### src/rtl/robo_cmd_sched.sv
// robo_cmd_sched
//
// Sits between the robot controller FSM and the maze memory model. It takes
// the controller's level-held requests and turns them into paced, mutually
// exclusive one-cycle command pulses, each with a matching ack. It also
// enforces a move budget and detects a robot that keeps turning without
// advancing. Either condition parks the block in HALT until reset.
//
// Ports:
//   clock        system clock, rising edge
//   reset        asynchronous, active-low reset
//   enable       allows new requests to be accepted (sampled only in IDLE)
//   req_avancar  move-forward request, held until ack
//   req_girar    rotate request, held until ack
//   req_remover  remove-barrier request, held until ack
//   avancar      one-cycle command pulse to the maze memory
//   girar        one-cycle command pulse to the maze memory
//   remover      one-cycle command pulse to the maze memory
//   ack          one-cycle pulse, coincident with the command pulse
//   busy         high while a command is being issued or cooling down
//   move_count   number of avancar commands issued
//   turn_run     current run of consecutive girar commands
//   stuck        sticky, set when turn_run reaches MAX_TURNS
//   halted       sticky, high in HALT
module robo_cmd_sched #(
    parameter int STEP_DIV  = 4,
    parameter int CNT_W     = 16,
    parameter int MAX_MOVES = 1000,
    parameter int MAX_TURNS = 4
) (
    input  logic             clock,
    input  logic             reset,
    input  logic             enable,
    input  logic             req_avancar,
    input  logic             req_girar,
    input  logic             req_remover,
    output logic             avancar,
    output logic             girar,
    output logic             remover,
    output logic             ack,
    output logic             busy,
    output logic [CNT_W-1:0] move_count,
    output logic [2:0]       turn_run,
    output logic             stuck,
    output logic             halted
);

    typedef enum logic [1:0] {S_IDLE, S_ISSUE, S_COOL, S_HALT} state_t;
    typedef enum logic [1:0] {CMD_NONE, CMD_AV, CMD_GI, CMD_RE} cmd_t;

    state_t           state_reg, state_next;
    cmd_t             cmd_reg, cmd_next;
    logic [7:0]       cool_reg, cool_next;
    logic [CNT_W-1:0] move_reg, move_next;
    logic [2:0]       turn_reg, turn_next;
    logic             stuck_reg, stuck_next;

    logic av_reg, gi_reg, re_reg, ack_reg, busy_reg, halted_reg;

    // Next-state and counter logic
    always_comb begin
        state_next = state_reg;
        cmd_next   = cmd_reg;
        cool_next  = cool_reg;
        move_next  = move_reg;
        turn_next  = turn_reg;
        stuck_next = stuck_reg;

        case (state_reg)
            S_IDLE: begin
                if (enable && (req_remover || req_girar || req_avancar)) begin
                    state_next = S_ISSUE;
                    // remover > girar > avancar; losers stay pending upstream
                    if (req_remover)     cmd_next = CMD_RE;
                    else if (req_girar)  cmd_next = CMD_GI;
                    else                 cmd_next = CMD_AV;
                end
            end
            S_ISSUE: begin
                case (cmd_reg)
                    CMD_AV: begin
                        move_next = move_reg + CNT_W'(1);
                        turn_next = 3'd0;
                    end
                    CMD_GI:  turn_next = turn_reg + 3'd1;
                    default: ;
                endcase
                // Halt decisions look at the post-update counter values
                if (move_next == CNT_W'(MAX_MOVES) || turn_next == 3'(MAX_TURNS)) begin
                    state_next = S_HALT;
                    if (turn_next == 3'(MAX_TURNS))
                        stuck_next = 1'b1;
                end else begin
                    state_next = S_COOL;
                    cool_next  = 8'(STEP_DIV - 1);
                end
            end
            S_COOL: begin
                if (cool_reg == 8'd0)
                    state_next = S_IDLE;
                else
                    cool_next = cool_reg - 8'd1;
            end
            default: ; // S_HALT is absorbing
        endcase
    end

    // State, counters and registered outputs. Outputs are derived from the
    // next state so that pulses line up with the ISSUE cycle without any
    // combinational path from the request inputs.
    always_ff @(posedge clock or negedge reset) begin
        if (!reset) begin
            state_reg  <= S_IDLE;
            cmd_reg    <= CMD_NONE;
            cool_reg   <= 8'd0;
            move_reg   <= '0;
            turn_reg   <= 3'd0;
            stuck_reg  <= 1'b0;
            av_reg     <= 1'b0;
            gi_reg     <= 1'b0;
            re_reg     <= 1'b0;
            ack_reg    <= 1'b0;
            busy_reg   <= 1'b0;
            halted_reg <= 1'b0;
        end else begin
            state_reg  <= state_next;
            cmd_reg    <= cmd_next;
            cool_reg   <= cool_next;
            move_reg   <= move_next;
            turn_reg   <= turn_next;
            stuck_reg  <= stuck_next;
            av_reg     <= (state_next == S_ISSUE) && (cmd_next == CMD_AV);
            gi_reg     <= (state_next == S_ISSUE) && (cmd_next == CMD_GI);
            re_reg     <= (state_next == S_ISSUE) && (cmd_next == CMD_RE);
            ack_reg    <= (state_next == S_ISSUE);
            busy_reg   <= (state_next == S_ISSUE) || (state_next == S_COOL);
            halted_reg <= (state_next == S_HALT);
        end
    end

    assign avancar    = av_reg;
    assign girar      = gi_reg;
    assign remover    = re_reg;
    assign ack        = ack_reg;
    assign busy       = busy_reg;
    assign move_count = move_reg;
    assign turn_run   = turn_reg;
    assign stuck      = stuck_reg;
    assign halted     = halted_reg;

endmodule
### config.mk
export PLATFORM = sky130hd
export DESIGN_NAME = robo_cmd_sched
export DESIGN_NICKNAME = d
export VERILOG_FILES = /design/src/rtl/robo_cmd_sched.sv
export SDC_FILE = /design/constraint.sdc
export NUM_CORES = 1
export LEC_CHECK = 0
export ABC_AREA = 1
export CAP_MARGIN = 0
export CORE_UTILIZATION = 50
export DETAILED_ROUTE_END_ITERATION = 10
export PLACE_DENSITY_LB_ADDON = 0.1
export SLEW_MARGIN = 10
export SYNTH_ARGS = -nofsm -noshare
export SYNTH_HDL_FRONTEND = slang
export SYNTH_SLANG_ARGS = --single-unit
### constraint.sdc
create_clock -name clock -period 4.3 [get_ports clock]
set_input_delay 0.86 -clock clock [delete_from_list [all_inputs] [get_ports clock]]
set_output_delay 0.86 -clock clock [all_outputs]
set_load 0.005 [all_outputs]
; ---- Yosys cells after proc, flatten, opt, wreduce, memory -nomap -nowiden
; Index checks and enable logic that the tools add are counted.
[totals]
register_bits = 38
elab_cells = 57
output_inout_bits = 26
inputBits = 6
[classes]
n_eq_ne = 14
addsub = 3
muxes = 15
n_reduce_logical = 13
[ops]
columns = op, n
row1 = $mux W16, 2
row2 = $add A16 B1 Y16 const B, 1
row3 = $eq A16 B10 Y1 const B, 1
row4 = $mux W8, 2
row5 = $pmux W8 S2, 1
row6 = $eq A2 B2 Y1 const B, 6
row7 = $mux W2, 6
row8 = $eq A2 B1 Y1 const B, 4
row9 = $logic_not A8 Y1, 1
row10 = $sub A8 B1 Y8 const B, 1
row11 = $pmux W2 S3, 1
row12 = $pmux W3 S2, 1
row13 = $reduce_and A3 Y1, 2
row14 = $logic_and A1 B1 Y1, 4
row15 = $logic_or A1 B1 Y1, 4
row16 = $ne A2 B2 Y1 const B, 2
row17 = $add A3 B1 Y3 const B, 1
row18 = $eq A3 B3 Y1 const B, 1
row19 = $mux W3, 1
row20 = $logic_not A2 Y1, 1
row21 = $reduce_bool A2 Y1, 1
row22 = $mux W1, 1

; ---- Depth between registers and ports, before layout
; Gate-level depths: netlist of run 1.
[depth]
ltp_word = 9
mapped_depth = 17
depth_no_buf = 16

; ---- Worst setup path before layout of run 1
; No wires, ideal clock.
[synth_path]
path_kind = register -> register
from = reg cmd_reg[0]
to = reg re_reg, in the netlist remover
path_slack_ns = 2.103
stages_incl_launch_ff = 14
setup_time_ns = 0.124
period_less_slack_ns = 2.197
t_arrival_ns = 2.073
path_cell_list = dfrtp_1 inv_1 ha_1 inv_1 nand2_1 xor2_1 o21bai_1 nor2_1 nand2_1 clkbuf_1 o2111ai_1 ha_1 nand2_1 nor2_1
[synth_between]
elab_chain_cells = 9
word_cells_on_any_way = 16
classes_between = eq/ne (6) / mux (8) / reduce/logical (2)
[synth_rtl]
columns = item, line_no
row1 = start: declaration, 52  ; cmd_t cmd_reg, cmd_next;
row2 = start signal: assignment, 127  ; cmd_reg <= cmd_next;
row3 = $eq A2 B1 Y1 / $eq A2 B2 Y1 (equally long branches), 80  ; case (cmd_reg)
row4 = $mux W16 / $pmux W3 S2 (equally long branches), 80
row5 = $mux W16 / $mux W3 (equally long branches), 69  ; case (state_reg)
row6 = $eq A16 B10 Y1 / $eq A3 B3 Y1 (equally long branches), 89  ; if (move_next == CNT_W'(MAX_MOVES) || turn_next == 3'(MAX_TURNS)) begin
row7 = $logic_or A1 B1 Y1 (*), 89
row8 = $mux W1 (*), 89
row9 = $pmux W2 S3 (*), 69
row10 = named net state_next[0], 51  ; state_t state_reg, state_next;
row11 = $eq A2 B1 Y1 (*), 134  ; re_reg <= (state_next == S_ISSUE) && (cmd_next == CMD_RE);
row12 = $logic_and A1 B1 Y1 (*), 134
row13 = end signal: assignment, 134
row14 = end: declaration, 58  ; logic av_reg, gi_reg, re_reg, ack_reg, busy_reg, halted_reg;
; The timed path passes the listed nets; every way through them passes the cells marked *. The select of a mux whose other input is x is not followed.
; A chain may end at the register's enable or synchronous reset.

; ---- Worst setup path in the final report of run 1
[layout_path]
from = reg cmd_reg[1]
to = reg gi_reg, in the netlist girar
[layout_between]
elab_chain_cells = 9
word_cells_on_any_way = 16
classes_between = eq/ne (6) / mux (8) / reduce/logical (2)
[layout_rtl]
columns = item, line_no
row1 = $eq A2 B1 Y1 / $eq A2 B2 Y1 (equally long branches), 80
row2 = $mux W16 / $pmux W3 S2 (equally long branches), 80
row3 = $mux W16 / $mux W3 (equally long branches), 69
row4 = $eq A16 B10 Y1 / $eq A3 B3 Y1 (equally long branches), 89
row5 = $logic_or A1 B1 Y1 (*), 89
row6 = $mux W1 (*), 89
row7 = $pmux W2 S3 (*), 69
row8 = named net state_next[0], 51
row9 = $eq A2 B1 Y1 (*), 133  ; gi_reg <= (state_next == S_ISSUE) && (cmd_next == CMD_GI);
row10 = $logic_and A1 B1 Y1 (*), 133
row11 = end signal: assignment, 133
row12 = end: declaration, 58
; Marked as above.

==> summary.md, run 1 <==
| Metric | Value |
|---|---|
| Port-buffer cells | 31 |
| All-Layer GR Usage | 0.2186 |
| Initial antenna violation count | 0 |
| CP cell instances | inv_1 > ha_1 > inv_2 > nor2_1 > nand2_1 > nand2_1 > nand2_1 > nor2_1 > nand3_1 > nor2_4 > nand3_4 > o2111ai_1 > ha_1 > nand2_1 > nor2_1 |
| FP Rows | 24 |
| Met2 WL | 2324 um |
| WL final | 4879 um |
| CP Data Required Time | 4530 ps |
| Synthesized area | 2293 um^2 |
| Yosys Warn Count | 0 |
| Slew Limit Fails | 0 |
| Layout Cells excl Fill | 393 |
| Slew HR | 0.4391 |
| Cells after synthesis | 309 |
| Drt pass-1 iters | 6 |
| Clk_lat worst skew | 290 ps |
| Clk root buf | clkbuf_8 |
| Status | completed |
| GRT Residual Overflow | 0 |
| CTS clk-pin slew, worst paths | 80 ps |
| Post-CTS setup buffers | 0 |
| Post-layout minimum cycle time | 2513 ps |
| Die Wd | 69.73 um |
| Post-synth top area share | 0.4146 |
| Syn avg cell area | 7.422 um^2 |
| R2r setup slk | 1790 ps |
| Critical path class | register to register |
| Starting Density | 0.5231 |
| I/O Pins | 32 |
| Diodes inserted | 0 |
| Area leader, netlist | dfrtp_1 |
| DP Wirelength | 3475 um |
| Routed vias | 2074 |
| Final Cycle Share | 0.5843 |
| Met3 wire len | 227 um |
| Top FF cell, synth | dfrtp_1 |
| Crit path launch type | register |
| CTS tree | yes |
| Clock sinks | 38 |
| PwrDens | 528.8 nW/um^2 |
| Layout area overhead | 18.49% |
| Top cells by area, synth | dfrtp_1 41%, nand2_1 15%, inv_1 5.2%, nor2_1 4.9%, o21ai_0 4.6% |
| CP dominant cell by count | nand2_1 |
| Post-synth EDFFs | 0 |
| Wire per inst | 12.41 um |
| Max frequency | 0.3980 GHz |
| Slowest stage cell, crit path | dfrtp_1 |
| Routed vias/inst | 5.277 |
| Hold-fix buffers, CTS | 0 |
| First-pass GRT wire length | 8542 um |
| Antenna viol nets, final | 0 |
| # Max-Cap Violations | 0 |
| Iter 0 DRT Violations | 108 |
| Clk buf depth | 2 |
| Largest net degree at the start of global routing | 39 |
| Endpoint kind of the worst setup timing path | register |
| H-tree depth | 2 |
| Crit-path max FO | 10 |
| Worst-margin pin slew | 841.3 ps |
| Syn_nets | 323 |
| Uppermost layer routed | met4 |
| Setup_tns | 0 ps |
| Post-CTS sizing | 0 |
| Post-synth cell types | 30 |
| VDD IR max | 0.0003330 V |
| Slowest stage delay, CP | 410 ps |
| TritonCTS buffer count | 5 |
| Core Box Area | 4384 um^2 |
| Tightest Hold Check Type | register to register |
| Layout net count | 355 |
| Clock skew | 6.050 ps |
| # DRC | 0 |
| Vias in the first global route | 1981 |
| Arrival time of the worst setup path | 2740 ps |
| #FFs+latches synth | 38 |
| Final Wtd Congestion | 0.8442 |
| Share of cells above drive strength 1 | 0.09677 |
| Inst Count DP | 386 |
| Final setup viols | 0 |
| Die height | 69.73 um |
| DIE AREA | 4862 um^2 |
| Max FFs per register | 16 |
| Post-synthesis async set-or-reset flop share | 1.000 |
| Seq/Total Area, Yosys | 0.4146 |
| RSZ-0062 raised after global routing | false |
| Final hold vios | 0 |
| Wl on met1 | 2263 um |
| Lkg Pwr | 1.263 nW |
[cells by family after synthesis]
| family | Yosys count | synth area share |
|---|---|---|
| compound gates | 36 | 0.08892 |
| fa+ha+maj | 8 | 0.04365 |
| simple gates | 179 | 0.3628 |
| buf+inv | 44 | 0.07474 |
| flops | 38 | 0.4146 |
| xor+xnor | 4 | 0.01527 |
[layer usage]
| layer | global-route usage | vias to the layer above |
|---|---|---|
| li1 | - | 1052 |
| met2 | 0.3657 | 50 |
| met5 | 0 | - |
| met3 | 0.05087 | 5 |
| met4 | 0.09333 | 0 |
| met1 | 0.2702 | 967 |
[through the flow]
| stage | setup slack, ps | utilization | instance area (um^2) | hold slack [ps] | power, W |
|---|---|---|---|---|---|
| floorplan | 2103 | - | 2293 | 441.9 | 0.0009769 |
| global placement | 1841 | 0.6019 | 2639 | 453.6 | 0.001188 |
| detailed placement | 1785 | 0.6019 | 2639 | 462.0 | 0.001199 |
| CTS | 1752 | 0.6199 | 2718 | 481.2 | 0.001444 |
| global route | 1464 | 0.6199 | 2718 | 527.2 | 0.001566 |
| finish | 1787 | 0.6199 | 2718 | 479.2 | 0.001437 |
[area by class of cell]
type                       count  area [um^2]
tap                           52        65.06
clock buffer                   5        68.82
sequential                    38        950.9
timing repair buffer          32        312.8
fill                         401         1667
clock inverter                 2        10.01
multi-input combinational    227         1171
inverter                      37        138.9
[worst max-delay path: cells and delay by family, from the launching register on]
family	cells	cell delay (ps)
flip-flops	1	410
buffers and inverters	2	180
adder cells (fa/ha/maj)	2	600
AND/OR/NAND/NOR	10	1090
AO/OA/AOI/OAI	1	160
[synth_stat cells, types with 3 or more instances]
master,instances
a21oi_1,5
a31oi_1,3
clkbuf_1,4
dfrtp_1,38
ha_1,8
inv_1,32
inv_2,5
nand2_1,94
nand2_2,4
nand3_1,18
nand4_1,11
nor2_1,30
nor2_2,6
nor2_4,4
nor3_1,4
o21ai_0,21
o21bai_1,3
xor2_1,4
[report_power, final]
part           internal (W)  switching (W)
Clock              0.000109       0.000129
Combinational      0.000278       0.000373
Sequential         0.000454      0.0000936
[final timing paths]
kind,startpoint,end,depth (start not counted)
worst max-delay path,cmd_reg[1],girar,15
worst min-delay path,stuck,stuck,2
worst max register to register,cmd_reg[1],girar,15
worst min register to register,stuck,stuck,2
max in group asynchronous,reset,cool_reg[1],1
min in group asynchronous,reset,move_count[2],1
[placed cells by master, fill, tap and decap left out, types with 2 or more instances in the layout]
cell,synthesis,routed
nand2_1,94,94
dfrtp_1,38,38
inv_1,32,32
nor2_1,30,30
clkdlybuf4s50_1,0,30
o21ai_0,21,21
nand3_1,18,18
nand4_1,11,11
ha_1,8,8
nor2_2,6,6
inv_2,5,5
a21oi_1,5,5
clkbuf_8,0,5
xor2_1,4,4
nand2_2,4,4
nor2_4,4,4
nor3_1,4,4
o21bai_1,3,3
a31oi_1,3,3
nand3b_1,2,2
nand3_4,2,2
o21a_1,2,2
clkinv_2,0,2
Note: power is estimated with default switching activity, not from simulation.
==> run 2: changes to the inputs <==
--- a/config.mk
+++ b/config.mk
@@ -7,7 +7,7 @@
 export LEC_CHECK = 0
 export ABC_AREA = 1
 export CAP_MARGIN = 0
-export CORE_UTILIZATION = 50
+export CORE_UTILIZATION = 49
 export DETAILED_ROUTE_END_ITERATION = 10
 export PLACE_DENSITY_LB_ADDON = 0.1
 export SLEW_MARGIN = 10
==> constraint.sdc (replaced) <==
create_clock -name clock -period 2.12 [get_ports clock]
set_input_delay 0.424 -clock clock [delete_from_list [all_inputs] [get_ports clock]]
set_output_delay 0.424 -clock clock [all_outputs]
set_load 0.005 [all_outputs]
==> summary.md, run 2 (same netlist as run 1, synthesis figures left out) <==
| Metric | Value |
|---|---|
| Largest net degree at the start of global routing | 27 (-31%) |
| Lkg Pwr | 1.425 nW (+13%) |
| Overall Power | 0.003522 W (+150%) |
| Layout area overhead | 37.26% |
| # Max-Cap Violations | 0 (unchanged) |
| Final Wtd Congestion | 0.8645 (+2.4%) |
| Most frequent cells in the layout | 77 x nand2_1, 38 x dfrtp_1, 30 x inv_1, 30 x clkdlybuf4s50_1, 24 x nor2_1 |
| # DRC | 0 (unchanged) |
| Arrival time of the worst setup path | 2300 ps (-440 ps) |
| CTS tree | yes |
| CTS clk-pin slew, worst paths | 80 ps (about the same) |
| Commonest non-fill, non-tap cell in the layout | nand2_1 |
| Endpoint kind of the worst setup timing path | register |
| Max FFs per register | 16 (unchanged) |
| Routed vias | 2195 (+5.8%) |
| Starting Density | 0.5196 (-0.003559) |
| WL final | 5441 um (+12%) |
| Antenna viol nets, final | 0 (unchanged) |
| Layout net count | 379 (+6.8%) |
| Final WS setup | 34.38 ps (-1753 ps) |
| Share of cells above drive strength 1 | 0.2623 (+0.1655) |
| I/O Pins | 32 (unchanged) |
| Tightest Hold Check Type | primary input to asynchronous set/reset pin |
| Clk buf depth | 2 (unchanged) |
| Clk root buf | clkbuf_8 |
| Clock skew | 11.46 ps (+5.409 ps) |
| Diodes inserted | 0 (unchanged) |
| Post-layout minimum cycle time | 2086 ps (-427.1 ps) |
| Worst-margin pin slew | 615.4 ps (-226.0 ps) |
| First-pass GRT wire length | 8907 um (+4.3%) |
| Core Box Area | 4414 um^2 (+0.68%) |
| VDD IR max | 0.0009552 V (+190%) |
| Status | completed |
| Port-buffer cells | 31 (unchanged) |
| Iter 0 DRT Violations | 154 (+43%) |
| DIE AREA | 4958 um^2 (+2.0%) |
| Pre-CTS setup slack | -165.6 ps (-1950 ps) |
| Drt pass-1 iters | 5 (-1) |
| Initial antenna violation count | 0 (unchanged) |
| Routed vias/inst | 5.251 (-0.50%) |
| R2R depth | 11 (-4) |
| All-Layer GR Usage | 0.2271 (+0.008498) |
| Slew Limit Fails | 0 (unchanged) |
| RSZ-0062 raised after global routing | true |
| TritonCTS buffer count | 5 (unchanged) |
| PwrDens | 1119 nW/um^2 (+110%) |
| Wire per inst | 13.02 um (+4.8%) |
| Setup_tns | 0 ps (unchanged) |
| H-tree depth | 2 (unchanged) |
| Final setup viols | 0 (unchanged) |
| CP Data Required Time | 2340 ps (-2190 ps) |
| GRT Residual Overflow | 0 (unchanged) |
| Hold-fix buffers, CTS | 0 (unchanged) |
| Die Wd | 70.42 um (+0.99%) |
| Slew HR | 0.5854 (+0.1463) |
| Final Util | 0.7132 (+0.09329) |
| Critical path class | register to register |
| Vias in the first global route | 2021 (+2.0%) |
| DP Wirelength | 3846 um (+11%) |
| Crit-path max FO | 6 (-4) |
| Crit path launch type | register |
| Die height | 70.42 um (+0.99%) |
| Fillcell total | 348 (-13%) |
| Max frequency | 0.4795 GHz (+20%) |
| Clk_lat worst skew | 290 ps (about the same) |
| FP Rows | 24 (unchanged) |
| Clock sinks | 38 (unchanged) |
| Final Cycle Share | 0.9838 (+0.3994) |
| Final hold vios | 0 (unchanged) |
-- run 2: final timing paths --
kind,from,end,slack (ps)
max reg2reg,move_count[3],remover,30
min reg2reg,stuck,stuck,480
min in group clock,stuck,stuck,480
max,move_count[3],remover,30
max in group asynchronous,reset,ack,1450
min,reset,move_count[1],130
-- run 2: cell type report --
cell class,instances,area (um^2),share of cell area
multi-input cells,227,1373,0.4360
clock buffers,8,110.1,0.03498
inverters,37,141.4,0.04491
repair buffers,56,508.0,0.1614
flip-flops and latches,38,950.9,0.3021
well taps,52,65.06,0.02067
-- run 2: where the power goes --
group	internal, W	total (W)	switching [W]
Clock	0.000329	0.000585	0.000256
Sequential	0.000921	0.00111	0.000186
Combinational	0.000866	0.00183	0.000965
-- run 2: layer usage --
| metal | vias to the layer above | GRT usage | wire (um) |
|---|---|---|---|
| met5 | - | 0 | 0 |
| met4 | 0 | 0.04444 | 42 |
| met3 | 7 | 0.04473 | 181 |
| met2 | 56 | 0.4021 | 2791 |
| met1 | 1026 | 0.2858 | 2426 |
| li1 | 1106 | - | - |
-- run 2: critical path, stage by stage (launching register included) --
cell,delay [ps]
dfrtp_1,510
nand2_2,140
nor2_4,190
buf_4,140
nand3_1,110
xor2_2,180
nor2_2,150
nand3_4,110
o2111ai_4,100
ha_4,200
nand2_4,60
nor2_2,120
-- run 2: repair_timing --
item / 4_1_cts / 5_1_grt
buffers inserted: 2 / 2
resized for setup: 17 / 36
pin swaps: 11 / 20
gates cloned: 0 / 0
setup endpoints to repair: 5 / 14
-- run 2: per-stage QoR --
step	cells	area, um^2	hold WS, ps
3_5_place_dp	406	2789	456.2
5_1_grt	418	3148	169.3
3_3_place_gp	406	2789	450.7
6_report	418	3148	126.6
4_1_cts	416	3002	143.5
2_1_floorplan	309	2295	128.4
==> run 3: changes to the inputs <==
--- a/config.mk
+++ b/config.mk
@@ -5,11 +5,11 @@
 export SDC_FILE = /design/constraint.sdc
 export NUM_CORES = 1
 export LEC_CHECK = 0
-export ABC_AREA = 1
 export CAP_MARGIN = 0
-export CORE_UTILIZATION = 49
+export CORE_UTILIZATION = 48
 export DETAILED_ROUTE_END_ITERATION = 10
 export PLACE_DENSITY_LB_ADDON = 0.1
+export SKIP_LAST_GASP = 1
 export SLEW_MARGIN = 10
 export SYNTH_ARGS = -nofsm -noshare
 export SYNTH_HDL_FRONTEND = slang
==> summary.md, run 3 <==
| Metric | Value |
|---|---|
| First-pass GRT wire length | 7320 um (-18%) |
| VDD IR max | 0.0005490 V (-43%) |
| Post-layout minimum cycle time | 2119 ps (+32.90 ps) |
| Routed vias | 1774 (-19%) |
| TritonCTS buffer count | 5 (unchanged) |
| CP Data Required Time | 2350 ps (about the same) |
| RSZ-0062 raised after global routing | true |
| Crit-path max FO | 5 (-1) |
| Post-synthesis async set-or-reset flop share | 1.000 (unchanged) |
| Clk_lat worst skew | 300 ps (about the same) |
| Final Cycle Share | 0.9993 (+0.01552) |
| Endpoint kind of the worst setup timing path | register |
| Critical path class | register to register |
| Final hold vios | 0 (unchanged) |
| Top Family by Delay on Critical Path | simple AND/OR/NAND/NOR gates |
| Area leader, netlist | dfrtp_1 |
| Top FF cell, synth | dfrtp_1 |
| Status | completed |
| Lkg Pwr | 1.243 nW (-13%) |
| Final setup viols | 0 (unchanged) |
| Post-synth EDFFs | 0 (unchanged) |
| Share of cells above drive strength 1 | 0.2628 (+0.0004786) |
| Layout area overhead | 41.49% |
| Syn_nets | 223 (-31%) |
| Core Box Area | 4058 um^2 (-8.1%) |
| Hold Slack | 450.8 ps (+324.2 ps) |
| WL final | 4696 um (-14%) |
| CTS clk-pin slew, worst paths | 80 ps (about the same) |
| Wire per inst | 14.49 um (+11%) |
| Clock skew | 5.332 ps (-6.127 ps) |
| Commonest non-fill, non-tap cell in the layout | dfrtp_1 |
| Tightest Hold Check Type | primary input to asynchronous set/reset pin |
| Port-buffer cells | 31 (unchanged) |
| Clk buf depth | 2 (unchanged) |
| Iter 0 DRT Violations | 103 (-33%) |
| Worst-margin pin slew | 450.0 ps (-165.4 ps) |
| #FFs+latches synth | 38 (unchanged) |
| Max frequency | 0.4720 GHz (-1.6%) |
| Most frequent cell after synthesis | dfrtp_1 |
| Final Wtd Congestion | 0.8616 (-0.34%) |
| Die Wd | 67.37 um (-4.3%) |
| Seq/Total Area, Yosys | 0.4637 (+0.04908) |
| GRT Residual Overflow | 0 (unchanged) |
| Cells after synthesis | 209 (-32%) |
| Crit path launch type | register |
| Setup_tns | 0 ps (unchanged) |
| Yosys Warn Count | 0 (unchanged) |
| CP dominant cell by count | ha_4 |
| DIE AREA | 4538 um^2 (-8.5%) |
| Layout net count | 287 (-24%) |
| Layout Cells excl Fill | 324 (-22%) |
| I/O Pins | 32 (unchanged) |
| FP Rows | 23 (-4.2%) |
| Placed instance area | 2623 um^2 (-6.0%) |
| Slew HR | 0.6968 (+0.1114) |
| # Max-Cap Violations | 0 (unchanged) |
| Inst Count DP | 314 (-23%) |
| Drt pass-1 iters | 6 (+1) |
| Post-synth cell types | 48 (+60%) |
| H-tree depth | 2 (unchanged) |
| Most frequent cells in the layout | 37 x dfrtp_1, 30 x clkdlybuf4s50_1, 27 x buf_4 |
| Diodes inserted | 0 (unchanged) |
| Routed vias/inst | 5.475 (+4.3%) |
| Die height | 67.37 um (-4.3%) |
| Most frequent cells after synthesis | 38 x dfrtp_1, 20 x nand2_1, 17 x nor2_1 |
| Fillcell total | 306 (-12%) |
| Starting Density | 0.5054 (-0.01416) |
| Antenna viol nets, final | 0 (unchanged) |
| Arrival time of the worst setup path | 2340 ps (+40 ps) |
| Synthesized area | 2051 um^2 (-11%) |
| Largest net degree at the start of global routing | 38 (+41%) |
| Overall Power | 0.003162 W (-10%) |
| Top cells by area, synth | dfrtp_1 46%, xnor2_1 6.0%, ha_1 4.9%, nand2_1 3.7%, o21ai_0 3.7% |
| Slowest stage cell, crit path | dfrtp_1 |
| Vias in the first global route | 1689 (-16%) |
| Initial antenna violation count | 0 (unchanged) |
| Post-synth top area share | 0.4637 (+0.04908) |
| Syn avg cell area | 9.812 um^2 (+32%) |
| CTS tree | yes |
| Slew Limit Fails | 0 (unchanged) |
| # DRC | 0 (unchanged) |
| DP Wirelength | 3136 um (-18%) |
| Max FFs per register | 16 (unchanged) |
| All-Layer GR Usage | 0.2231 (-0.004000) |
| PwrDens | 1090 nW/um^2 (-2.6%) |
| Slowest stage delay, CP | 420 ps (-90 ps) |
| CP Buf/Inv Count | 1 (unchanged) |
| Clk root buf | clkbuf_8 |
| Design Area, Final | 2902 um^2 (-7.8%) |
| CP cell instances | ha_4 > buf_4 > o32a_1 > o22ai_1 > and3_4 > nand3_2 > nand2_4 > ha_4 > nand2_1 > nor2_1 |
| Clock sinks | 38 (unchanged) |
run 3: cell count changes in the layout (fill, tap and decap cells not counted), sizes merged, moves of 4 or more:
| cell | before | now |
|---|---|---|
| nor2b | 0 | 5 |
| nand2 | 98 | 20 |
| xnor2 | 0 | 14 |
| nor4 | 0 | 4 |
| nand3 | 21 | 14 |
| buf | 26 | 31 |
| o21ai | 21 | 15 |
| inv | 37 | 11 |
| nor2 | 40 | 17 |
run 3: per-stage QoR:
| step | worst slack (ps) | util |
|---|---|---|
| 3_5_place_dp | -75.29 | 0.6463 |
| 5_1_grt | -86.33 | 0.7151 |
| 2_1_floorplan | 43.59 | - |
| 3_3_place_gp | -4.454 | 0.6463 |
| 4_1_cts | 5.981 | 0.6913 |
| 6_report | 1.480 | 0.7151 |
run 3: cell families (layout without fill, tap and decap cells):
kind of cell    after synthesis  count (layout)  synth area share
mux                           4               4           0.02318
buf+inv                      16              81           0.03294
simple gates                 86              86            0.2306
xor+xnor                     18              18           0.07688
compound gates               39              39            0.1239
fa+ha+maj                     8               8           0.04881
flops                        38              38            0.4637
run 3: path summary, 6_finish.rpt:
| check | startpoint | endpoint | slack [ps] | cells past startpoint |
|---|---|---|---|---|
| worst max-delay path | cmd_reg[0] | avancar | 1 | 10 |
| worst min-delay path | reset | girar | 450 | 2 |
| worst min register to register | stuck | stuck | 470 | 1 |
| worst max register to register | cmd_reg[0] | avancar | 1 | 10 |
| max in group asynchronous | reset | move_count[6] | 1280 | 3 |
| min in group clock | stuck | stuck | 470 | 1 |
run 3: repair_timing:
action / CTS / global route
gates resized for setup: 13 / 23
setup endpoints to repair: 6 / 9
hold endpoints to repair: 1 / 0
setup buffers: 0 / 1
pin swaps: 3 / 10
hold buffers: 1 / 0
run 3: cell type report:
type	count	area, um^2	share of cell area
multi-input combinational	155	1176	0.4053
tap	50	62.56	0.02156
clock buffer	5	68.82	0.02372
timing repair buffer	62	560.5	0.1932
inverter	11	41.29	0.01423
clock inverter	3	40.04	0.01380
sequential	38	952.2	0.3282
run 3: where the power goes:
| group | total, W | switching, W | leakage [nW] | internal [W] |
|---|---|---|---|---|
| clock network | 0.000611 | 0.000265 | 0.0579 | 0.000346 |
| logic | 0.00152 | 0.000742 | 0.686 | 0.000775 |
| registers | 0.00103 | 0.000143 | 0.500 | 0.000892 |
| total | 0.00316 | 0.00115 | 1.24 | 0.00201 |
run 3: worst register-to-register path, cell delays in order (launching register included):
cell,delay [ps]
dfrtp_1,420
ha_4,190
buf_4,150
o32a_1,340
o22ai_1,130
and3_4,220
nand3_2,130
nand2_4,110
ha_4,140
nand2_1,80
nor2_1,130
run 3: layer usage:
layer  track usage  share of wire  up-vias
met4       0.09840          0.017        0
met2        0.3725           0.50       43
met3       0.05574          0.037        8
met5             0              0        -
met1        0.2708           0.45      860
li1              -              -      863
